## config.mk

```make
export PLATFORM = sky130hd
export DESIGN_NAME = univ_shift_register_burst
export DESIGN_NICKNAME = d
export VERILOG_FILES = /design/src/rtl/univ_shift_register_burst.sv
export SDC_FILE = /design/constraint.sdc
export NUM_CORES = 1
export LEC_CHECK = 0
export CAP_MARGIN = 20
export CELL_PAD_IN_SITES_DETAIL_PLACEMENT = 1
export CELL_PAD_IN_SITES_GLOBAL_PLACEMENT = 1
export CORE_MARGIN = 2
export CORE_UTILIZATION = 25
export DETAILED_ROUTE_END_ITERATION = 16
export PLACE_DENSITY = 0.59
export SETUP_SLACK_MARGIN = 0.4
export SYNTH_ARGS = -nofsm -noshare
export SYNTH_HDL_FRONTEND = slang
export SYNTH_SLANG_ARGS = --single-unit
```

## constraint.sdc

```tcl
create_clock -name i_clk -period 1.78 [get_ports i_clk]
set_input_delay 0.356 -clock i_clk [delete_from_list [all_inputs] [get_ports i_clk]]
set_output_delay 0.356 -clock i_clk [all_outputs]
set_load 0.01 [all_outputs]
```

## src/rtl/univ_shift_register_burst.sv

```systemverilog
// Parametrised universal shift register with rotate, arithmetic shift, clock enable and burst-shift engine.
// Optional registered zero flag on o_zero when USR_ZERO_FLAG_EN is defined.
module univ_shift_register_burst #(
   parameter int WIDTH = 8,
   parameter int AMT_W = 4
) (
   input  logic             i_clk,
   input  logic             i_reset,
   input  logic             i_en,
   input  logic [2:0]       i_mode,
   input  logic [WIDTH-1:0] i_data_in,
   input  logic             i_serial_in_left,
   input  logic             i_serial_in_right,
   input  logic             i_burst_dir,
   input  logic [AMT_W-1:0] i_shift_amt,
   output logic [WIDTH-1:0] o_data_out,
   output logic             o_serial_out_right,
   output logic             o_serial_out_left,
   output logic             o_busy,
`ifdef USR_ZERO_FLAG_EN
   output logic             o_zero,
`endif
   output logic             o_done
);

   typedef enum logic {ST_IDLE, ST_BUSY} state_t;

   typedef enum logic [2:0] {
      MODE_HOLD  = 3'b000,
      MODE_SHR   = 3'b001,
      MODE_SHL   = 3'b010,
      MODE_LOAD  = 3'b011,
      MODE_ROR   = 3'b100,
      MODE_ROL   = 3'b101,
      MODE_ASR   = 3'b110,
      MODE_BURST = 3'b111
   } mode_t;

   state_t           r_state, w_state_nxt;
   logic [WIDTH-1:0] r_data, w_data_nxt;
   logic [AMT_W-1:0] r_count, w_count_nxt;
   logic             r_dir, w_dir_nxt;
   logic             r_done, w_done_nxt;
   logic [WIDTH-1:0] w_shr, w_shl;

   assign w_shr = {i_serial_in_left, r_data[WIDTH-1:1]};
   assign w_shl = {r_data[WIDTH-2:0], i_serial_in_right};

   always_comb begin
      // NOTE: every next-state signal gets its hold value first so no path leaves it unassigned (no latches).
      w_state_nxt = r_state;
      w_data_nxt  = r_data;
      w_count_nxt = r_count;
      w_dir_nxt   = r_dir;
      w_done_nxt  = 1'b0;
      if (i_en) begin
         case (r_state)
            ST_IDLE: begin
               case (mode_t'(i_mode))
                  MODE_HOLD:  w_data_nxt = r_data;
                  MODE_SHR:   w_data_nxt = w_shr;
                  MODE_SHL:   w_data_nxt = w_shl;
                  MODE_LOAD:  w_data_nxt = i_data_in;
                  MODE_ROR:   w_data_nxt = {r_data[0], r_data[WIDTH-1:1]};
                  MODE_ROL:   w_data_nxt = {r_data[WIDTH-2:0], r_data[WIDTH-1]};
                  MODE_ASR:   w_data_nxt = {r_data[WIDTH-1], r_data[WIDTH-1:1]};
                  MODE_BURST: begin
                     w_dir_nxt   = i_burst_dir;
                     w_count_nxt = i_shift_amt;
                     // A zero-length burst completes immediately without entering BUSY.
                     if (i_shift_amt != '0) w_state_nxt = ST_BUSY;
                     else                   w_done_nxt  = 1'b1;
                  end
                  default:    w_data_nxt = r_data;
               endcase
            end
            ST_BUSY: begin
               w_data_nxt  = r_dir ? w_shl : w_shr;
               w_count_nxt = r_count - 1'b1;
               if (r_count == AMT_W'(1)) begin
                  w_state_nxt = ST_IDLE;
                  w_done_nxt  = 1'b1;
               end
            end
            default: w_state_nxt = ST_IDLE;
         endcase
      end
   end

   always_ff @(posedge i_clk) begin
      // NOTE: sequential state uses non-blocking assignments so all registers update from pre-edge values.
      if (i_reset) begin
         r_state <= ST_IDLE;
         r_data  <= '0;
         r_count <= '0;
         r_dir   <= 1'b0;
         r_done  <= 1'b0;
      end else begin
         r_state <= w_state_nxt;
         r_data  <= w_data_nxt;
         r_count <= w_count_nxt;
         r_dir   <= w_dir_nxt;
         r_done  <= w_done_nxt;
      end
   end

`ifdef USR_ZERO_FLAG_EN
   logic r_zero;

   always_ff @(posedge i_clk) begin
      if (i_reset)   r_zero <= 1'b1;
      else if (i_en) r_zero <= (w_data_nxt == '0);
   end

   assign o_zero = r_zero;
`endif

   assign o_data_out         = r_data;
   assign o_serial_out_right = r_data[0];
   assign o_serial_out_left  = r_data[WIDTH-1];
   assign o_busy             = (r_state == ST_BUSY);
   assign o_done             = r_done;

endmodule

```

==> flow_summary_export.csv <==
group,metric,value,unit
final_layout,drive_gt1_share,29.72,%
power,irDropWorstVdd,0.0002225,V
global_route,overflow,0,
final_layout,layoutNonFillerInstCount,266,
global_route,top_usage_layer,"met2",
floorplanning,start_util,25.89,%
power,power.density,553.4,nW/um^2
critical_path,critical_path_class,"in2reg",
drt,wl_per_cell,17.07,um
placed_design,post-place-ws,-0.3032,ns
sta,finalCritPeriodShare,77.71,%
floorplanning,die_w,73.71,um
min_path,hold_start,"r_count[3]$_SDFFE_PP0P_",
sta,tightest_slew,0.2630,ns
clocking,cts_max_level,1,
synth,syn_inst,161,
placed_design,portBuffers,32,
synth,ys_ff_latch,15,
floorplanning,fp.dieH,73.71,um
drt,routed_wl,4541,um
synth,syn_area,1215,um^2
clocking,cts_root_buffer,"clkbuf_8",
final_layout,num-fill-cells,565,
drt,first_iter_violations,71,
final_layout,regArea,310.3,um^2
status,status,"completed",
clocking,cts_tree,"built",
sta,finalCriticalPeriod,1.383,ns
final_layout,final_area,1847,um^2
global_route,grt_use_met3,2.743,%
synth,avgSynthCellArea,7.546,um^2
critical_path,crit_path_start_kind,"input pin",
clocking,clk_pin_slew,0.07,ns
critical_path,crit_start,"i_data_in[0]",
drt,antenna_left,0,
synth,yosysWarningCount,0,
critical_path,reg2reg_depth,5,
sta,hold_ws,0.4926,ns
job,cap_violations,0,
global_route,grtUsageMet2,32.64,%
sta,max-slew-margin-rel,82.30,%
clocking,cts_buffers,3,
placed_design,dp_hpwl,3450,um
critical_path,critPathMaxFanout,1,
global_route,grt_pass1_vias,1480,
sta,finalSetupViolCount,0,
global_route,grtUsageMet1,19.64,%
global_route,grtUsageTotal,17.45,%
critical_path,reg2reg_slack,0.50,ns
sta,fin_skew,0.001763,ns
clocking,ctsHoldBuffers,0,
sta,grt_setup_unrepaired,"yes",
sta,max_freq,722.9,MHz
critical_path,endpoint_kind,"register",
critical_path,cp_data_arrival_time,1.56,ns
global_route,grt_pass1_wl,7148,um
sta,slew_viol_final,0,
clocking,clk_path_buf_depth,2,
min_path,min_path_type,"reg2reg",
sta,hold_violations,0,
drt,drt_pre_antenna_iters,4,
critical_path,required,1.96,ns
placed_design,dp.cells,255,
critical_path,r2r_end,"o_data_out[6]$_SDFFE_PP0P_",
synth,synth.yosys.seq_area_share,24.72,%
placed_design,dpl_cell_area,1687,um^2
floorplanning,die-area,5433,um^2
global_route,antenna_found_initial,0,
sta,finalWorstSetupSlack,0.3968,ns
drt,vias,1448,
final_layout,num_antenna_cells,0,
min_path,whs_endpoint,"r_count[3]$_SDFFE_PP0P_",
min_path,hold_depth,2,
final_layout,final_nets,236,
final_layout,multi_input_comb_area,857.1,um^2
power,p_leak,0.7400,nW
clocking,clock_latency,0.26,ns
synth,yosysUniqueCellTypes,42,
final_layout,syn_to_final_growth,52.01,%
drt,drc,0,
floorplanning,rows,25,
floorplanning,ioPinCount,33,
sta,setup_tns,0,ns
critical_path,r2r-start,"o_busy$_SDFFE_PP0P_",
floorplanning,core_area,4692,um^2
synth,syn_nets,184,
drt,viasPerCell,5.444,
placed_design,place_congestion,0.7804,
global_route,grt_max_degree,16,
clocking,clkSinkCount,15,
cell usage after synthesis:
cell       number  area [um^2]
nor2_1          6        22.52
dfxtp_1        15        300.3
o2111ai_1       1        8.760
nand3_1         2        10.01
mux2_2          3        33.78
nand3b_1        3        22.52
o21ai_0         7        35.03
a311oi_1        2        17.52
a311oi_2        1        15.01
o221ai_1        1        8.760
or2_2           5        31.28
a31oi_1         7        43.79
nor4bb_1        1        10.01
o31a_1          1        8.760
and4b_1         1        10.01
a21o_1          3        22.52
inv_1          10        37.54
a21oi_1        13        65.06
nor3_1          7        35.03
nor3b_1         3        22.52
or3_1           1        6.260
clkbuf_1        6        22.52
ha_1            2        25.02
nor2b_1         3        18.77
o32ai_1         5        43.79
a211oi_1        4        30.03
and2_1          2        12.51
mux2i_1         2        20.02
o211ai_1        6        45.04
buf_6           2        22.52
nand2_1        10        37.54
and3b_1         1        8.760
o21bai_1        3        22.52
buf_4           4        30.03
o21ai_1         1        5.000
nor4_1          2        12.51
nand2b_1        9        56.30
buf_2           2        10.01
a2111oi_0       1        8.760
buf_1           1        3.750
and3_1          1        6.260
o22ai_1         1        6.260
metal layers:
layer  vias up  routed length [um]
met2        39                2410
met4         0                  88
li1        697                   -
met3         8                 156
met1       704                1886
met5         -                   0
placed cells by master (no fill, tap or decap), types with 2 or more instances in the layout:
cell              n
ha_1              2
dfxtp_2           8
o21ai_0           4
buf_6             2
clkdlybuf4s50_1  15
inv_1            10
nor3_1            7
nand3b_1          3
o21bai_1          3
nor2b_1           3
nand2b_1          9
o21ai_1           4
a211oi_1          4
o211ai_1          6
buf_4            28
dlygate4sd2_1    12
nand2_1          10
nor3b_2           2
nor2_1            6
mux2_2            3
nand3_1           2
a21oi_1          13
or2_2             5
a21o_1            3
o32ai_1           4
a311oi_1          2
dlymetal6s2s_1    2
buf_2             3
clkbuf_8          3
dfxtp_1           7
a31oi_1           7
area by class of cell:
class / instances / share of cell area (%)
Clock buffer: 3 / 2.236
Clock inverter: 1 / 0.2710
Inverter: 10 / 2.033
Multi-Input combinational cell: 121 / 46.41
Sequential cell: 15 / 16.80
Tap cell: 54 / 3.659
Timing Repair Buffer: 62 / 28.59
worst max-delay path, stage by stage:
cell	delay (ns)
clkdlybuf4s50_1	0.51
mux2i_2	0.10
a2111oi_4	0.29
a21oi_1	0.08
a311oi_2	0.23
power by group:
part           internal (mW)  switching [mW]  total [mW]
Sequential             0.360          0.0302       0.390
Clock                  0.156           0.145       0.300
Combinational          0.173           0.158       0.332
Total                  0.689           0.333        1.02
flip-flops by register name, summed over array words and instances (netlist names):
register / flops
o_data_out: 8
r_count: 4
o_busy: 1
o_done: 1
r_dir: 1
kinds of logic after synthesis:
| family | Yosys count | share of synthesized area, % |
|---|---|---|
| compound gates | 57 | 31.82 |
| fa+ha+maj | 2 | 2.059 |
| mux | 5 | 4.428 |
| buf+inv | 25 | 10.40 |
| simple gates | 57 | 26.57 |
| flops | 15 | 24.72 |
how the worst max path moves through the flow:
stage                                       to  slack [ns]  depth (start not counted)
floorplan           o_data_out[0]$_SDFFE_PP0P_        0.34                          5
global placement    o_data_out[0]$_SDFFE_PP0P_       -0.22                          5
detailed placement  o_data_out[4]$_SDFFE_PP0P_       -0.30                          7
CTS                 o_data_out[0]$_SDFFE_PP0P_        0.27                          5
global route        o_data_out[0]$_SDFFE_PP0P_        0.32                          5
finish              o_data_out[0]$_SDFFE_PP0P_        0.40                          5
through the flow:
stage | total power, mW | utilization (%)
after global routing | 1.085 | 39.36
after CTS | 1.022 | 37.97
after global placement | 0.7007 | 35.95
after floorplan | 0.5531 | -
final | 1.022 | 39.36
after detailed placement | 0.7117 | 35.95
repair_timing:
action / CTS / global route
buffers inserted: 3 / 4
endpoints found under the setup margin: 27 / 13
pin swaps: 2 / 7
resized for setup: 37 / 15
cloned: 0 / 0
(Power assumes the default switching activity.)
